### src/rtl/lsu_pkg.sv
// Shared constants for the load/store unit: FSM state encoding, RV32I funct3 codes
// and the raw-word load select presented to data memory.
package lsu_pkg;

    localparam logic [2:0] ST_IDLE = 3'd0;
    localparam logic [2:0] ST_ACC1 = 3'd1;
    localparam logic [2:0] ST_ACC2 = 3'd2;
    localparam logic [2:0] ST_CAP  = 3'd3;
    localparam logic [2:0] ST_RESP = 3'd4;

    localparam logic [2:0] F3_B  = 3'b000;
    localparam logic [2:0] F3_H  = 3'b001;
    localparam logic [2:0] F3_W  = 3'b010;
    localparam logic [2:0] F3_BU = 3'b100;
    localparam logic [2:0] F3_HU = 3'b101;

    localparam logic [2:0] DMEM_LS_WORD = 3'b010;

    // Stores only have SB/SH/SW; loads lack 011 and the unsigned-word codes.
    function automatic logic f3_illegal(input logic we, input logic [2:0] f3);
        if (we)
            return f3 > F3_W;
        return (f3 == 3'b011) || (f3 == 3'b110) || (f3 == 3'b111);
    endfunction

endpackage

### src/rtl/lsu_align.sv
// Combinational lane steering: store byte-enables/data shifted over an 8-byte window,
// load data merged from two words, shifted down and sign/zero extended.
module lsu_align
    import lsu_pkg::*;
(
    input  logic [2:0]  i_funct3,
    input  logic [1:0]  i_off,
    input  logic [31:0] i_wdata,
    input  logic [31:0] i_rword0,
    input  logic [31:0] i_rword1,
    output logic [7:0]  o_be,
    output logic [63:0] o_wdata,
    output logic [31:0] o_rdata
);

    logic [3:0]  w_be_base;
    logic [31:0] w_wdata_base;
    logic [31:0] w_rshift;

    always_comb begin
        w_be_base    = 4'b1111;
        w_wdata_base = i_wdata;
        case (i_funct3[1:0])
            2'b00: begin
                w_be_base    = 4'b0001;
                w_wdata_base = {24'd0, i_wdata[7:0]};
            end
            2'b01: begin
                w_be_base    = 4'b0011;
                w_wdata_base = {16'd0, i_wdata[15:0]};
            end
            default: ;
        endcase
    end

    // Upper half of the window belongs to the following word when an access is split.
    assign o_be    = {4'b0000, w_be_base} << i_off;
    assign o_wdata = {32'd0, w_wdata_base} << {i_off, 3'b000};

    assign w_rshift = 32'({i_rword1, i_rword0} >> {i_off, 3'b000});

    always_comb begin
        o_rdata = w_rshift;
        case (i_funct3)
            F3_B:    o_rdata = {{24{w_rshift[7]}}, w_rshift[7:0]};
            F3_BU:   o_rdata = {24'd0, w_rshift[7:0]};
            F3_H:    o_rdata = {{16{w_rshift[15]}}, w_rshift[15:0]};
            F3_HU:   o_rdata = {16'd0, w_rshift[15:0]};
            default: ;
        endcase
    end

endmodule

### src/rtl/lsu_ctrl.sv
// Load/store sequencer: store 2 cycles, load 3, split access +1 (MISALIGN_SPLIT_EN enables
// word-crossing splits; otherwise misalignment faults). Single outstanding request, ready only in IDLE.
module lsu_ctrl
    import lsu_pkg::*;
(
    input  logic        clk,
    input  logic        rstn,
    input  logic        req_valid,
    output logic        req_ready,
    input  logic        req_we,
    input  logic [2:0]  req_funct3,
    input  logic [31:0] req_addr,
    input  logic [31:0] req_wdata,
    output logic        resp_valid,
    output logic [31:0] resp_rdata,
    output logic        resp_fault,
    output logic        dmem_rd,
    output logic [3:0]  dmem_we,
    output logic [2:0]  dmem_load_select,
    output logic [31:0] dmem_addr,
    output logic [31:0] dmem_wdata,
    input  logic [31:0] dmem_rdata
);

    logic [2:0]  r_state;
    logic [2:0]  w_next;
    logic        r_we;
    logic        r_split;
    logic        r_fault;
    logic [2:0]  r_funct3;
    logic [31:0] r_addr;
    logic [31:0] r_wdata;
    logic [31:0] r_word0;
    logic [31:0] r_word1;
    logic        w_accept;
    logic        w_illegal;
    logic        w_fault;
    logic        w_split;
    logic [7:0]  w_be;
    logic [63:0] w_wdata;
    logic [31:0] w_rdata;

    assign w_accept  = req_valid && req_ready;
    assign w_illegal = f3_illegal(req_we, req_funct3);

`ifdef MISALIGN_SPLIT_EN
    logic w_cross;
    assign w_cross = ((req_funct3[1:0] == 2'b10) && (req_addr[1:0] != 2'b00)) ||
                     ((req_funct3[1:0] == 2'b01) && (req_addr[1:0] == 2'b11));
    assign w_fault = w_illegal;
    assign w_split = w_cross && !w_illegal;
`else
    logic w_misalign;
    assign w_misalign = ((req_funct3[1:0] == 2'b10) && (req_addr[1:0] != 2'b00)) ||
                        ((req_funct3[1:0] == 2'b01) && req_addr[0]);
    assign w_fault = w_illegal || w_misalign;
    assign w_split = 1'b0;
`endif

    always_comb begin
        w_next = r_state;
        case (r_state)
            ST_IDLE: if (w_accept) w_next = w_fault ? ST_RESP : ST_ACC1;
            ST_ACC1: w_next = r_split ? ST_ACC2 : (r_we ? ST_RESP : ST_CAP);
            ST_ACC2: w_next = r_we ? ST_RESP : ST_CAP;
            ST_CAP:  w_next = ST_RESP;
            default: w_next = ST_IDLE;
        endcase
    end

    always_ff @(posedge clk) begin
        if (!rstn) begin
            r_state  <= ST_IDLE;
            r_we     <= 1'b0;
            r_split  <= 1'b0;
            r_fault  <= 1'b0;
            r_funct3 <= 3'd0;
            r_addr   <= 32'd0;
            r_wdata  <= 32'd0;
            r_word0  <= 32'd0;
            r_word1  <= 32'd0;
        end else begin
            r_state <= w_next;
            if (w_accept) begin
                r_we     <= req_we;
                r_split  <= w_split;
                r_fault  <= w_fault;
                r_funct3 <= req_funct3;
                r_addr   <= req_addr;
                r_wdata  <= req_wdata;
                r_word0  <= 32'd0;
                r_word1  <= 32'd0;
            end
            // Memory returns data one cycle after each read, so the low word lands in ACC2 when split.
            if ((r_state == ST_ACC2) || ((r_state == ST_CAP) && !r_split))
                r_word0 <= dmem_rdata;
            if ((r_state == ST_CAP) && r_split)
                r_word1 <= dmem_rdata;
        end
    end

    lsu_align u_align (
        .i_funct3 (r_funct3),
        .i_off    (r_addr[1:0]),
        .i_wdata  (r_wdata),
        .i_rword0 (r_word0),
        .i_rword1 (r_word1),
        .o_be     (w_be),
        .o_wdata  (w_wdata),
        .o_rdata  (w_rdata)
    );

    assign req_ready        = (r_state == ST_IDLE);
    assign dmem_rd          = (r_state == ST_ACC1) || (r_state == ST_ACC2);
    assign dmem_we          = (!rstn || !r_we)        ? 4'b0000   :
                              (r_state == ST_ACC1)    ? w_be[3:0] :
                              (r_state == ST_ACC2)    ? w_be[7:4] : 4'b0000;
    assign dmem_load_select = DMEM_LS_WORD;
    assign dmem_addr        = {r_addr[31:2], 2'b00} + ((r_state == ST_ACC2) ? 32'd4 : 32'd0);
    assign dmem_wdata       = (r_state == ST_ACC2) ? w_wdata[63:32] : w_wdata[31:0];

    assign resp_valid = (r_state == ST_RESP);
    assign resp_fault = resp_valid && r_fault;
    assign resp_rdata = (resp_valid && !r_fault && !r_we) ? w_rdata : 32'd0;

endmodule

### config.mk
export PLATFORM = sky130hd
export DESIGN_NAME = lsu_ctrl
export DESIGN_NICKNAME = d
export VERILOG_FILES = /design/src/rtl/lsu_pkg.sv /design/src/rtl/lsu_align.sv /design/src/rtl/lsu_ctrl.sv
export SDC_FILE = /design/constraint.sdc
export NUM_CORES = 1
export LEC_CHECK = 0
export BUFFER_PORTS_ARGS = -buffer_cell sky130_fd_sc_hd__buf_2
export CELL_PAD_IN_SITES_DETAIL_PLACEMENT = 0
export CELL_PAD_IN_SITES_GLOBAL_PLACEMENT = 2
export CORE_MARGIN = 8
export CORE_UTILIZATION = 28
export CTS_CLUSTER_DIAMETER = 100
export DETAILED_ROUTE_END_ITERATION = 12
export GPL_TIMING_DRIVEN = 0
export PLACE_DENSITY = 0.79
export SYNTH_ARGS = -nofsm -noshare
export SYNTH_HDL_FRONTEND = slang
export SYNTH_SLANG_ARGS = --single-unit
### constraint.sdc
create_clock -name clk -period 3 [get_ports clk]
set_clock_uncertainty 0.15 [all_clocks]
set_input_delay 0.15 -clock clk [delete_from_list [all_inputs] [get_ports clk]]
set_output_delay 0.15 -clock clk [all_outputs]
set_load 0.05 [all_outputs]
==> impl_metrics.json <==
{
  "status": "completed",
  "rsz0062_at_grt": "true",
  "critPathKind": "reg2out",
  "cp-start-kind": "register",
  "avgSynthCellArea_sq_um": 7.50,
  "path_buf_inv": 3,
  "place_congestion": 0.854,
  "route.detailed.drc": 0,
  "routed_wirelength_um": 26700,
  "netlist_instances": 841,
  "drive_gt1_share_pct": 25.9,
  "met2_length_um": 12000,
  "wl_per_cell_um": 18.3,
  "finalHoldViolations": 0,
  "tightest_slew_ns": 0.808,
  "ys_warn_count": 0,
  "route.met3.wl_um": 1540,
  "grt_pass1_vias": 7328,
  "htree_levels": 3,
  "holdPathEnd": "r_state[2]",
  "finalSetupTns_ns": 0,
  "dieArea_sq_um": 27600,
  "antenna_left": 0,
  "synth_flop_cell": "dfxtp_1",
  "finalCritPeriodShare_pct": 96.2,
  "area_delta_synth_final_pct": 49.8,
  "synth_top_family_by_area": "simple AND/OR/NAND/NOR gates",
  "clk_latency_ns": 0.35,
  "synth_area_leaders": "dfxtp_1 33%, nand2_1 13%, a21boi_1 12%, clkbuf_1 3.3%, nand3_1 3.3%",
  "max_clock_freq_mhz": 347,
  "rows": 55,
  "overflow": 0,
  "synth-edff-count": 0,
  "max_slew_margin_pct": 46.0,
  "final_nets": 1272,
  "synth-seq-area-share_pct": 33.0,
  "grt_usage_pct": 18.9,
  "synth-xor-area-share_pct": 4.03,
  "tritoncts": "yes",
  "regToRegStartpoint": "r_state[0]",
  "synth_cell_types": 52,
  "critical_path_arrival_ns": 2.59,
  "cpLargestDelayFamily": "simple AND/OR/NAND/NOR gates",
  "yosys.area.top_type_share_pct": 33.0,
  "synthArstFlopShare_pct": 0,
  "cts_inserted_buffers": 9,
  "ioPinCount": 210,
  "vias": 7132,
  "setup_viol": 0,
  "drt_iter0_markers": 488,
  "yosysMostFrequentCell": "nand2_1",
  "hp-start": "rstn",
  "hpwlAfterDp_um": 20400,
  "p_leak_nw": 3.95,
  "crit_slowest_cell": "or4_4",
  "r2r-end": "r_wdata[14]",
  "r2r_setup_slack_ns": 0.78,
  "routed.top_layer": "met4",
  "power.total_w": 0.00458,
  "grt_max_degree": 18,
  "die_h_um": 166,
  "portBuffers": 204,
  "drt-met1-wl_um": 12600,
  "ys_ff_latch": 104,
  "root_buffer": "clkbuf_16",
  "clock_path_buffers": 2,
  "synth_compound_gate_area_share_pct": 25.3,
  "coreArea_sq_um": 22400,
  "p_per_area_nw_per_um2": 485,
  "synth_top_area_cell": "dfxtp_1",
  "synthAdderAreaFrac_pct": 0.397,
  "vias_per_cell": 4.89,
  "clkSinkCount": 104,
  "worstPathRequired_ns": 2.70,
  "yosys.area_share.simple_pct": 27.1,
  "start_util_pct": 28.2,
  "drv_slew": 0,
  "grt_pass1_wl_um": 41600,
  "end_kind": "primary output",
  "cp_max_fo": 10,
  "clkSlewWorstSetupHoldPaths_ns": 0.07,
  "syn_area_sq_um": 6310,
  "critPathMaxStageDelay_ns": 0.47,
  "antenna_found_initial": 0,
  "die_x_um": 166,
  "crit_chain": "nor3b_4 -> clkbuf_8 -> ha_4 -> nand3_2 -> or4_4 -> buf_12 -> nor3_4 -> xor2_4 -> buf_6",
  "min_path_cells": 3,
  "firstDrtPassIters": 4,
  "cap_viol_max_count": 0,
  "yosys-top-cells-count": "211 x nand2_1, 104 x dfxtp_1, 102 x a21boi_1",
  "peakVddDrop_v": 0.000319,
  "worst_hold_path_type": "in2reg",
  "rr_worst_depth": 7,
  "fin_crit_ns": 2.89,
  "whs_ns": 0.0426,
  "muxShareOfSynthArea_pct": 4.33
}
stage by stage:
step	cell area, sq um	setup WS, ns	std cells	util (%)
2_1_floorplan	6480	-0.0378	844	-
3_3_place_gp	7860	-0.612	1333	35.1
3_5_place_dp	7860	-0.616	1333	35.1
4_1_cts	9380	-0.00539	1455	41.9
5_1_grt	9450	-0.0345	1457	42.2
6_report	9450	0.114	1458	42.2
state kept, by name, indices dropped and copies added (netlist names):
name	flops
r_wdata	32
r_addr	32
r_fault	1
r_funct3	3
r_state	3
r_we	1
r_word0	32
area by class of cell:
class / count / area, sq um
tap: 285 / 357
antenna: 1 / 2.50
inverter: 8 / 30.0
clock inverter: 5 / 87.6
clock buffer: 11 / 243
buffer: 76 / 352
fill: 2346 / 12900
sequential: 104 / 2090
multi-input combinational: 655 / 4150
timing repair buffer: 313 / 2140
power by group:
| group | total (W) | internal (W) | switching [W] | leakage (nW) |
|---|---|---|---|---|
| combinational | 0.00159 | 0.000518 | 0.00107 | 2.94 |
| clock | 0.00133 | 0.000765 | 0.000570 | 0.158 |
| sequential | 0.00166 | 0.00150 | 0.000155 | 0.851 |
cells by family after synthesis:
kind of cell | after synthesis
and+or+nand+nor | 371
xor gates and xnor gates | 29
DFF | 104
adders and majority gates | 2
AOI/OAI and AO/OA | 222
other | 2
buffers and inverters | 85
muxes | 26
per-layer routing:
layer | track usage, % | up-vias
met5 | 0 | -
met2 | 30.4 | 231
met4 | 6.28 | 0
met1 | 25.0 | 3309
met3 | 3.59 | 36
li1 | - | 3556
worst max path at each step:
stage | start | endpoint | cells past startpoint
3_3_place_gp | r_state[1] | dmem_addr[31] | 9
5_1_grt | r_state[1] | dmem_addr[31] | 9
3_5_place_dp | r_state[1] | dmem_addr[31] | 9
2_1_floorplan | r_state[1] | dmem_addr[21] | 8
4_1_cts | r_state[1] | dmem_addr[30] | 10
6_report | r_state[1] | dmem_addr[31] | 9
worst reg2reg max path, cell delays in order (launching register included):
cell	delay, ns
dfxtp_4	0.36
buf_4	0.14
nor3_2	0.32
and2_1	0.19
buf_2	0.17
clkbuf_1	0.49
nand2_1	0.19
a21boi_1	0.14
what timing repair did:
| item | in CTS | in global routing |
|---|---|---|
| setup endpoints to repair | 31 | 34 |
| pin swaps | 4 | 3 |
| endpoints found under the hold margin | 102 | 0 |
| resized for setup | 35 | 21 |
| buffers inserted | 5 | 3 |
| hold buffers | 101 | 0 |
cell usage in the layout (no fill, tap or decap), drive strengths merged, types with 3 or more instances in the layout:
cell type	synthesis	final
a211oi	23	23
a21boi	102	102
a21oi	28	28
a221o	16	16
a221oi	3	3
a22oi	9	9
and2	4	4
and3	6	6
and4	3	3
buf	21	230
clkbuf	56	69
conb	2	5
dfxtp	104	104
dlygate4sd3	0	101
inv	8	10
mux2	10	10
mux2i	16	16
nand2	211	211
nand2b	11	11
nand3	44	44
nand4	3	3
nor2	39	39
nor2b	10	10
nor3	27	27
nor3b	4	4
o21ai	21	21
o2bb2ai	7	7
o31ai	7	7
xnor2	14	14
xor2	15	15
No activity file was read; power rests on OpenSTA's default activity.
